**src/rtl/alu_arbiter_if.sv**
```systemverilog
// Requester, result and shared-ALU signals between two requesters and alu_arbiter.
// slave is the arbiter's view; master is the requester/ALU side.
interface alu_arbiter_if;
    logic       iValid0, iValid1;
    logic [3:0] iA0, iA1, iB0, iB1;
    logic [4:0] iOp0, iOp1;
    logic       oReady0, oReady1;
    logic       oDone0, oDone1;
    logic [3:0] oResp;
    logic [4:0] oFlags;
    logic       oErr;
    logic       oBusy;
    logic [3:0] oAluA, oAluB;
    logic [4:0] oAluOp;
    logic [3:0] iAluResp;
    logic [4:0] iAluFlags;

    modport slave (
        input  iValid0, iValid1, iA0, iA1, iB0, iB1, iOp0, iOp1, iAluResp, iAluFlags,
        output oReady0, oReady1, oDone0, oDone1, oResp, oFlags, oErr, oBusy,
               oAluA, oAluB, oAluOp
    );

    modport master (
        output iValid0, iValid1, iA0, iA1, iB0, iB1, iOp0, iOp1, iAluResp, iAluFlags,
        input  oReady0, oReady1, oDone0, oDone1, oResp, oFlags, oErr, oBusy,
               oAluA, oAluB, oAluOp
    );
endinterface

```
**src/rtl/alu_arbiter.sv**
```systemverilog
// Round-robin arbiter letting two requesters share one registered ALU,
// one operation in flight at a time.
module alu_arbiter #(
    parameter int ALU_LAT = 1
) (
    input  logic          iClk,
    input  logic          iRst,
    alu_arbiter_if.slave  bus
);
    localparam logic [1:0] IDLE  = 2'd0;
    localparam logic [1:0] ISSUE = 2'd1;
    localparam logic [1:0] WAIT  = 2'd2;
    localparam logic [1:0] DONE  = 2'd3;

    logic [1:0] state_q, state_d;
    logic       ptr_q, ptr_d;
    logic       gnt_q, gnt_d;
    logic [3:0] a_q, a_d, b_q, b_d;
    logic [4:0] op_q, op_d;
    logic [3:0] cnt_q, cnt_d;
    logic [3:0] resp_q, resp_d;
    logic [4:0] flags_q, flags_d;
    logic       err_q, err_d;

    logic       req_any, win;
    logic [3:0] win_a, win_b;
    logic [4:0] win_op;
    logic       accept, run, done;

    // Pointer only breaks ties; a lone requester always wins.
    always_comb begin
        req_any = bus.iValid0 | bus.iValid1;
        win     = (bus.iValid0 && bus.iValid1) ? ptr_q : bus.iValid1;
        win_a   = win ? bus.iA1  : bus.iA0;
        win_b   = win ? bus.iB1  : bus.iB0;
        win_op  = win ? bus.iOp1 : bus.iOp0;
    end

    always_comb begin
        state_d = state_q;
        ptr_d   = ptr_q;
        gnt_d   = gnt_q;
        a_d     = a_q;
        b_d     = b_q;
        op_d    = op_q;
        cnt_d   = cnt_q;
        resp_d  = resp_q;
        flags_d = flags_q;
        err_d   = err_q;
        case (state_q)
            IDLE: begin
                if (req_any) begin
                    gnt_d = win;
                    a_d   = win_a;
                    b_d   = win_b;
                    op_d  = win_op;
                    if (win_op > 5'd16) begin
                        err_d   = 1'b1;
                        resp_d  = '0;
                        flags_d = '0;
                        state_d = DONE;
                    end else begin
                        err_d   = 1'b0;
                        state_d = ISSUE;
                    end
                end
            end
            ISSUE: begin
                cnt_d   = 4'(ALU_LAT - 1);
                state_d = WAIT;
            end
            WAIT: begin
                if (cnt_q == 4'd0) begin
                    resp_d  = bus.iAluResp;
                    flags_d = bus.iAluFlags;
                    state_d = DONE;
                end else begin
                    cnt_d = cnt_q - 4'd1;
                end
            end
            DONE: begin
                ptr_d   = ~gnt_q;
                state_d = IDLE;
            end
            default: state_d = IDLE;
        endcase
    end

    always_ff @(posedge iClk) begin
        if (iRst) begin
            state_q <= IDLE;
            ptr_q   <= 1'b0;
            gnt_q   <= 1'b0;
            a_q     <= '0;
            b_q     <= '0;
            op_q    <= '0;
            cnt_q   <= '0;
            resp_q  <= '0;
            flags_q <= '0;
            err_q   <= 1'b0;
        end else begin
            state_q <= state_d;
            ptr_q   <= ptr_d;
            gnt_q   <= gnt_d;
            a_q     <= a_d;
            b_q     <= b_d;
            op_q    <= op_d;
            cnt_q   <= cnt_d;
            resp_q  <= resp_d;
            flags_q <= flags_d;
            err_q   <= err_d;
        end
    end

    // Every output is forced low while reset is held, even mid-operation.
    assign accept = !iRst && (state_q == IDLE) && req_any;
    assign run    = !iRst && ((state_q == ISSUE) || (state_q == WAIT));
    assign done   = !iRst && (state_q == DONE);

    assign bus.oReady0 = accept && !win;
    assign bus.oReady1 = accept && win;
    assign bus.oDone0  = done && !gnt_q;
    assign bus.oDone1  = done && gnt_q;
    assign bus.oResp   = done ? resp_q  : '0;
    assign bus.oFlags  = done ? flags_q : '0;
    assign bus.oErr    = done && err_q;
    assign bus.oBusy   = !iRst && (state_q != IDLE);
    assign bus.oAluA   = run ? a_q  : '0;
    assign bus.oAluB   = run ? b_q  : '0;
    assign bus.oAluOp  = run ? op_q : '0;
endmodule

```
**src/flat_wrapper.sv**
```systemverilog
// flat-port wrapper written by rule: the top's interface ports become plain ports
module alu_arbiter_flat 
#(
    parameter int ALU_LAT = 1
)
  (iClk, iRst, bus_iValid0, bus_iValid1, bus_iA0, bus_iA1, bus_iB0, bus_iB1, bus_iOp0, bus_iOp1, bus_iAluResp, bus_iAluFlags, bus_oReady0, bus_oReady1, bus_oDone0, bus_oDone1, bus_oResp, bus_oFlags, bus_oErr, bus_oBusy, bus_oAluA, bus_oAluB, bus_oAluOp);
  alu_arbiter_if bus_i ();
  input  logic iClk;
  input  logic iRst;
  input wire logic [$bits(bus_i.iValid0)-1:0] bus_iValid0;
  input wire logic [$bits(bus_i.iValid1)-1:0] bus_iValid1;
  input wire logic [$bits(bus_i.iA0)-1:0] bus_iA0;
  input wire logic [$bits(bus_i.iA1)-1:0] bus_iA1;
  input wire logic [$bits(bus_i.iB0)-1:0] bus_iB0;
  input wire logic [$bits(bus_i.iB1)-1:0] bus_iB1;
  input wire logic [$bits(bus_i.iOp0)-1:0] bus_iOp0;
  input wire logic [$bits(bus_i.iOp1)-1:0] bus_iOp1;
  input wire logic [$bits(bus_i.iAluResp)-1:0] bus_iAluResp;
  input wire logic [$bits(bus_i.iAluFlags)-1:0] bus_iAluFlags;
  output wire logic [$bits(bus_i.oReady0)-1:0] bus_oReady0;
  output wire logic [$bits(bus_i.oReady1)-1:0] bus_oReady1;
  output wire logic [$bits(bus_i.oDone0)-1:0] bus_oDone0;
  output wire logic [$bits(bus_i.oDone1)-1:0] bus_oDone1;
  output wire logic [$bits(bus_i.oResp)-1:0] bus_oResp;
  output wire logic [$bits(bus_i.oFlags)-1:0] bus_oFlags;
  output wire logic [$bits(bus_i.oErr)-1:0] bus_oErr;
  output wire logic [$bits(bus_i.oBusy)-1:0] bus_oBusy;
  output wire logic [$bits(bus_i.oAluA)-1:0] bus_oAluA;
  output wire logic [$bits(bus_i.oAluB)-1:0] bus_oAluB;
  output wire logic [$bits(bus_i.oAluOp)-1:0] bus_oAluOp;
  assign bus_i.iValid0 = bus_iValid0;
  assign bus_i.iValid1 = bus_iValid1;
  assign bus_i.iA0 = bus_iA0;
  assign bus_i.iA1 = bus_iA1;
  assign bus_i.iB0 = bus_iB0;
  assign bus_i.iB1 = bus_iB1;
  assign bus_i.iOp0 = bus_iOp0;
  assign bus_i.iOp1 = bus_iOp1;
  assign bus_i.iAluResp = bus_iAluResp;
  assign bus_i.iAluFlags = bus_iAluFlags;
  assign bus_oReady0 = bus_i.oReady0;
  assign bus_oReady1 = bus_i.oReady1;
  assign bus_oDone0 = bus_i.oDone0;
  assign bus_oDone1 = bus_i.oDone1;
  assign bus_oResp = bus_i.oResp;
  assign bus_oFlags = bus_i.oFlags;
  assign bus_oErr = bus_i.oErr;
  assign bus_oBusy = bus_i.oBusy;
  assign bus_oAluA = bus_i.oAluA;
  assign bus_oAluB = bus_i.oAluB;
  assign bus_oAluOp = bus_i.oAluOp;
  alu_arbiter #(.ALU_LAT(ALU_LAT)) u_core (.iClk(iClk), .iRst(iRst), .bus(bus_i));
endmodule
```
**config.mk**
```make
export PLATFORM = sky130hd
export DESIGN_NAME = alu_arbiter_flat
export DESIGN_NICKNAME = d
export VERILOG_FILES = /design/src/rtl/alu_arbiter_if.sv /design/src/rtl/alu_arbiter.sv /design/src/flat_wrapper.sv
export SDC_FILE = /design/constraint.sdc
export NUM_CORES = 1
export LEC_CHECK = 0
export CAP_MARGIN = 5
export CELL_PAD_IN_SITES_DETAIL_PLACEMENT = 0
export CELL_PAD_IN_SITES_GLOBAL_PLACEMENT = 1
export CORE_ASPECT_RATIO = 0.8
export CORE_MARGIN = 4
export CORE_UTILIZATION = 32
export CTS_BUF_LIST = sky130_fd_sc_hd__clkbuf_8
export CTS_CLUSTER_SIZE = 28
export DETAILED_ROUTE_END_ITERATION = 7
export PLACE_DENSITY = 0.85
export SETUP_SLACK_MARGIN = 0.05
export SLEW_MARGIN = 20
export SYNTH_ARGS = -nofsm -noshare
export SYNTH_HDL_FRONTEND = slang
export SYNTH_SLANG_ARGS = --single-unit
```
**constraint.sdc**
```tcl
create_clock -name iClk -period 2.2 [get_ports iClk]
set_clock_uncertainty 0.15 [all_clocks]
set_input_delay 0.44 -clock iClk [delete_from_list [all_inputs] [get_ports iClk]]
set_output_delay 0.44 -clock iClk [all_outputs]
set_load 0.05 [all_outputs]
```
# [Word-level counts from Yosys, hierarchy flattened]
# Index checks and enable logic that the tools add are counted.
[classes] div=0 addsub=1 multipliers=0 n_bitwise=2 order_cmp=1 shift=0 eq_ne=7 n_mux=24 n_reduce_logical=24
[ops] operator="$mux 4" count=9
[ops] operator="$mux 5" count=6
[ops] operator="$pmux 4 s2" count=2
[ops] operator="$logic_and 1x1->1" count=11
[ops] operator="$pmux 5 s2" count=1
[ops] operator="$pmux 2 s4" count=1
[ops] operator="$mux 2" count=3
[ops] operator="$ne 2x1->1 const B" count=3
[ops] operator="$reduce_and 2->1" count=3
[ops] operator="$reduce_bool 2->1" count=3
[ops] operator="$gt 5x5->1 const B" count=1
[ops] operator="$eq 2x2->1 const B" count=2
[ops] operator="$logic_not 4->1" count=1
[ops] operator="$reduce_and 4->1" count=1
[ops] operator="$sub 4x1->4 const B" count=1
[ops] operator="$logic_not 1->1" count=3
[ops] operator="$eq 2x1->1 const B" count=1
[ops] operator="$logic_not 2->1" count=1
[ops] operator="$mux 1" count=2
[ops] operator="$ne 2x2->1 const B" count=1
[ops] operator="$logic_or 1x1->1" count=1
[ops] operator="$not 1->1" count=1
[ops] operator="$or 1x1->1" count=1
[totals] latchBits=0 rom_bits=0 wordCells=69 mem_bits_rw=0 register_bits=31 output_inout_bits=28 memories=0

# [Logic depth before layout (Yosys ltp)]
[logic_depth] depth_word=7 depth_mapped=7 ltp_nobuf=6

# [Least setup slack after synthesis]
# Ideal clock, no wire load.
[synth_path] path_kind="input -> output" from="input iRst" to="output bus_oReady0" n_path_buf=3 stages=4 arrival_ns=2.037 slack_ns=-0.427 cell_sequence="buf_2 -> buf_4 -> clkbuf_1 -> nor3_1"
[synth_between] elab_chain_cells=4
[synth_lines] element="start, declared" line_no="flat_wrapper.sv:9" source="input logic iRst;"
[synth_lines] element="$logic_not 1->1" line_no="alu_arbiter.sv:116" source="assign accept = !iRst && (state_q == IDLE) && req_any;"
[synth_lines] element="$logic_and 1x1->1 (2 in a row)" line_no="alu_arbiter.sv:116"
[synth_lines] element="$logic_and 1x1->1" line_no="alu_arbiter.sv:120" source="assign bus.oReady0 = accept && !win;"
[synth_lines] element="end, declared" line_no="flat_wrapper.sv:20" source="output wire logic [$bits(bus_i.oReady0)-1:0] bus_oReady0;"
# Every way passes these cells.

# [Worst setup path in the final report]
[layout_path] from="register u_core.state_q[1]" to="output bus_oAluA[3]"
[layout_between] elab_chain_cells=4
[layout_lines] element="start, declared" line_no="alu_arbiter.sv:15" source="logic [1:0] state_q, state_d;"
[layout_lines] element="start signal, assigned" line_no="alu_arbiter.sv:102" source="state_q <= state_d;"
[layout_lines] element="$eq 2x1->1 or $eq 2x2->1 (tied branches)" line_no="alu_arbiter.sv:117" source="assign run = !iRst && ((state_q == ISSUE) || (state_q == WAIT));"
[layout_lines] element="$logic_or 1x1->1 *" line_no="alu_arbiter.sv:117"
[layout_lines] element="$logic_and 1x1->1 *" line_no="alu_arbiter.sv:117"
[layout_lines] element="$mux 4 *" line_no="alu_arbiter.sv:128" source="assign bus.oAluA = run ? a_q : '0;"
[layout_lines] element="end, declared" line_no="flat_wrapper.sv:28" source="output wire logic [$bits(bus_i.oAluA)-1:0] bus_oAluA;"
# Every way passes the cells marked *; elsewhere a longest branch is shown, timed or not.

==> run summary <==
Dominant synthesized flop cell: sky130_fd_sc_hd__dfxtp_1. The number of cells on the worst reg-to-reg path is 7. Data on the critical path arrives at its endpoint at 1.56 ns.

The upper clock frequency limit was 465.5 MHz. After synthesis, the share of flip-flops with an asynchronous set or reset is 0%. At the placement stage, the worst setup path has a slack of -0.06223 ns.

Detailed placement ended at an HPWL of 3772 µm. Setup repair after global routing could not meet its margin everywhere. The tools report the number of max-slew violations in the final report as 0. The worst hold path begins at u_core.flags_q[0]$_SDFFE_PP0P_. TritonCTS built the clock tree.

The worst reg-to-reg setup slack was 0.25 ns. The largest individual stage delay along the critical path comes from the cell sky130_fd_sc_hd__dfxtp_2. Clock latency on the worst-skew pair, taken at its later pin, is 0.27 ns.

Cells with a size suffix above 1 make up 34.46% of the layout. Of all nets on the critical path, the largest fanout is 7. The tightest hold path in the finished design has a slack of 0.3299 ns.

In the final design database the tool counted 340 nets. The global-route wire length before repair was 8521 µm. In this run, the number of DRC markers left after iteration 0 of detailed routing was 64. The die span in x was 89.41 µm. The run gives 0.05156 ns as the smallest setup slack after layout. After filler insertion, the fill cell instance count of the layout stands at 429. Walking the worst path, the cells encountered are inv_2 > ha_4 > nor2b_4 > buf_6 > and2_4 > buf_12. In this run the deepest clock path goes through 2 buffers. IR analysis of the VDD net gives a maximum drop of 0.6255 mV. The critical path is of the register to output pin type.

The tools report the initial antenna violation count as 0. The number of synthesized register bits was 31; the count of maximum capacitance violations was 0. The tightest min-delay check is of the register to register type. The hold violation total from the final report is 0.

Entering global routing, the biggest net connects 18 pins. The number of buffers inserted by port buffering came out at 66. The warning count from the yosys run is 0, and the overall routing resource usage is 16.92%. For this run, the register share of the synthesized area comes to 36.58%. The startpoint class of the critical path was a register. The number of clock buffers added by TritonCTS is 5.

The run gives 0 as the overall overflow remaining after global route. For the storage element area, the log shows 623.1 µm². The tools report the leakage power summed over all cells as 1.306 nW. The worst setup path is captured at an output pin. Setup violations remaining at the end of the flow were counted as 0. Pin placement for this block handled 67 I/O pins.

The number of unique standard cell types used by synthesis is 34. Internal power comes to 1.752 mW. The synthesized design contains 0 enable-type register cells. The total power divided by cell area was 910.8 nW/µm². Post-layout utilization of the core: 61.12%. The number of rows in the core area came out at 23. Averaged over all synthesized cells, the footprint is 8.079 µm². For the overall die area, the log shows 6538 µm². The average wire per standard cell came out at 14.53 µm.

The routed layout has 1714 vias. The largest single stage delay on the critical path is 0.35 ns. The run finished with clean final reports. The top cell types in the final layout, fill and taps aside, are 42 x sky130_fd_sc_hd__nand2_1, 35 x sky130_fd_sc_hd__clkdlybuf4s50_1, 29 x sky130_fd_sc_hd__buf_12, 29 x sky130_fd_sc_hd__dfxtp_1, 24 x sky130_fd_sc_hd__and2_4.

The data required time of the worst path was 1.61 ns; the total area of multi-input combinational cells was 1117 µm². The root buffer cell chosen for the clock tree is sky130_fd_sc_hd__clkbuf_8. The fraction of power spent switching nets came out at 37.86%. The path with the worst hold slack has its endpoint at u_core.flags_q[0]$_SDFFE_PP0P_. The via count normalized by instance count was 4.788. The core footprint is 5065 µm². Registers are responsible for 27.4% of the overall power. Relative to the synthesized area, the layout overhead comes to 82.45%. The via count of the first global-routing pass was 1788; the share of the clock period used by the worst path was 97.66%.

The number of clock sinks was 31; the clock share of power was 15.8%. The number of standard cells after synthesis came out at 210. Adding up every negative setup slack in the final design gives 0 ns.

The logic gate share of total power was 56.8%. The worst pin sits at a relative slew slack of 76.64%. The endpoint of the worst-slack reg-to-reg timing path was u_core.flags_q[3]$_SDFFE_PP0P_. The maximum level of the CTS H-tree was 2; the total wirelength of the detailed-routed design was 5201 µm. The repair_antennas step left the layout with diodes totalling 0.

The cell depth of the worst min-delay path is 2. The total nets after synthesis is 254, and the clock period minus worst slack is 2.148 ns. After detailed routing, the number of remaining DRC violations is 0. Measured along the y axis, the die boundary spans 73.13 µm. The number of antenna-violating nets in the routed design is 0, and the clock-pin slew on the worst setup and hold paths is 0.06 ns.

The congestion estimate from routability-driven global placement came to 0.7489. The design draws 2.819 mW. The run gives 0 as the hold buffer count at cts. The net switching power is 1.067 mW, and the transition at the pin with the smallest max-transition slack is 0.3459 ns. The number of optimization iterations in the first detailed-route pass is 4.

The origin of the critical flop-to-flop path is u_core.cnt_q[0]$_SDFFE_PP0P_. The library cell used most frequently in the layout, excluding fill and tap cells, is sky130_fd_sc_hd__nand2_1. Once the floorplan was initialized, standard cells occupied 33.50% of the core. For the post-synth design cell area, the log shows 1697 µm².
-- worst max-delay path, delay by kind of cell, from the launching register on --
family,cells,cell delay [ns]
simple gates,2,0.33
fa+ha+maj,1,0.26
buf+inv,3,0.35
flops,1,0.35
-- power groups by stage --
stage	registers, mW	logic [mW]	clock network, mW
after detailed placement	0.775	1.35	0
after CTS	0.768	1.54	0.462
after floorplan	0.752	0.805	0
after global placement	0.767	1.34	0
after global routing	0.787	1.72	0.477
final	0.773	1.60	0.446
-- synth_stat cells (5+ instances only) --
| cell | n | share of area, % |
|---|---|---|
| sky130_fd_sc_hd__nor2b_1 | 6 | 2.2 |
| sky130_fd_sc_hd__dfxtp_1 | 31 | 37 |
| sky130_fd_sc_hd__nor3_1 | 7 | 2.1 |
| sky130_fd_sc_hd__nand2b_1 | 12 | 4.4 |
| sky130_fd_sc_hd__inv_1 | 6 | 1.3 |
| sky130_fd_sc_hd__ha_1 | 5 | 3.7 |
| sky130_fd_sc_hd__mux2i_1 | 10 | 5.9 |
| sky130_fd_sc_hd__clkbuf_1 | 5 | 1.1 |
| sky130_fd_sc_hd__nor2_1 | 19 | 4.2 |
| sky130_fd_sc_hd__a311oi_1 | 13 | 6.7 |
| sky130_fd_sc_hd__and2_1 | 24 | 8.8 |
| sky130_fd_sc_hd__nand2_1 | 42 | 9.3 |
-- kinds of logic (layout without fill, tap and decap cells) --
| family | count (synthesis) | count (layout) | synth area share (%) |
|---|---|---|---|
| AO/OA/AOI/OAI | 26 | 26 | 13.20 |
| XOR/XNOR | 1 | 1 | 0.5163 |
| adder cells (fa/ha/maj) | 5 | 5 | 3.687 |
| buffers and inverters | 19 | 105 | 5.457 |
| flip-flops | 31 | 31 | 36.58 |
| multiplexers | 11 | 11 | 6.564 |
| AND/OR/NAND/NOR | 117 | 117 | 34.00 |
-- worst max path at each step --
stage | startpoint | endpoint | slack (ns) | depth (start not counted)
finish | u_core.state_q[1]$_SDFFE_PP0P_ | bus_oAluA[3] | 0.05 | 6
global route | u_core.state_q[1]$_SDFFE_PP0P_ | bus_oAluA[0] | 0.02 | 6
CTS | bus_iValid0 | bus_oReady0 | 0.04 | 5
detailed placement | bus_iOp1[3] | u_core.flags_q[3]$_SDFFE_PP0P_ | -0.06 | 6
global placement | bus_iValid0 | bus_oReady0 | -0.03 | 5
floorplan | iRst | bus_oReady0 | -0.03 | 4
-- repair_timing --
action / CTS / global route
endpoints found under the hold margin: 0 / 0
pin swaps: 1 / 12
gates resized for setup: 41 / 12
gates cloned: 2 / 0
setup endpoints to repair: 28 / 27
setup buffers: 4 / 3
-- metrics by stage --
| stage | std cells | instance area (µm²) |
|---|---|---|
| 6_report | 358 | 3095 |
| 5_1_grt | 358 | 3095 |
| 4_1_cts | 355 | 3034 |
| 3_5_place_dp | 342 | 2795 |
| 3_3_place_gp | 342 | 2795 |
| 2_1_floorplan | 210 | 1707 |
-- cell type report --
| cell class | count | share of cell area (%) |
|---|---|---|
| clock buffer | 6 | 2.668 |
| clock inverter | 1 | 0.1617 |
| inverter | 6 | 0.7276 |
| multi-input combinational | 160 | 36.10 |
| sequential | 31 | 20.13 |
| tap | 62 | 2.506 |
| timing repair buffer | 92 | 37.71 |
-- routing by layer --
metal  vias up  wire length (µm)  global-route usage, %
met4         0                53                  4.628
met5         -                 0                      0
met3         5               240                  3.386
li1        877                 -                      -
met2        34              2534                  28.45
met1       798              2373                  21.98
-- sequential cells by signal (all words and copies together) (netlist names) --
signal          count
u_core.b_q          4
u_core.resp_q       4
u_core.state_q      2
u_core.op_q         5
u_core.cnt_q        4
u_core.ptr_q        1
u_core.err_q        1
u_core.a_q          4
u_core.gnt_q        1
u_core.flags_q      5
Power figures use the tool's default switching activity.
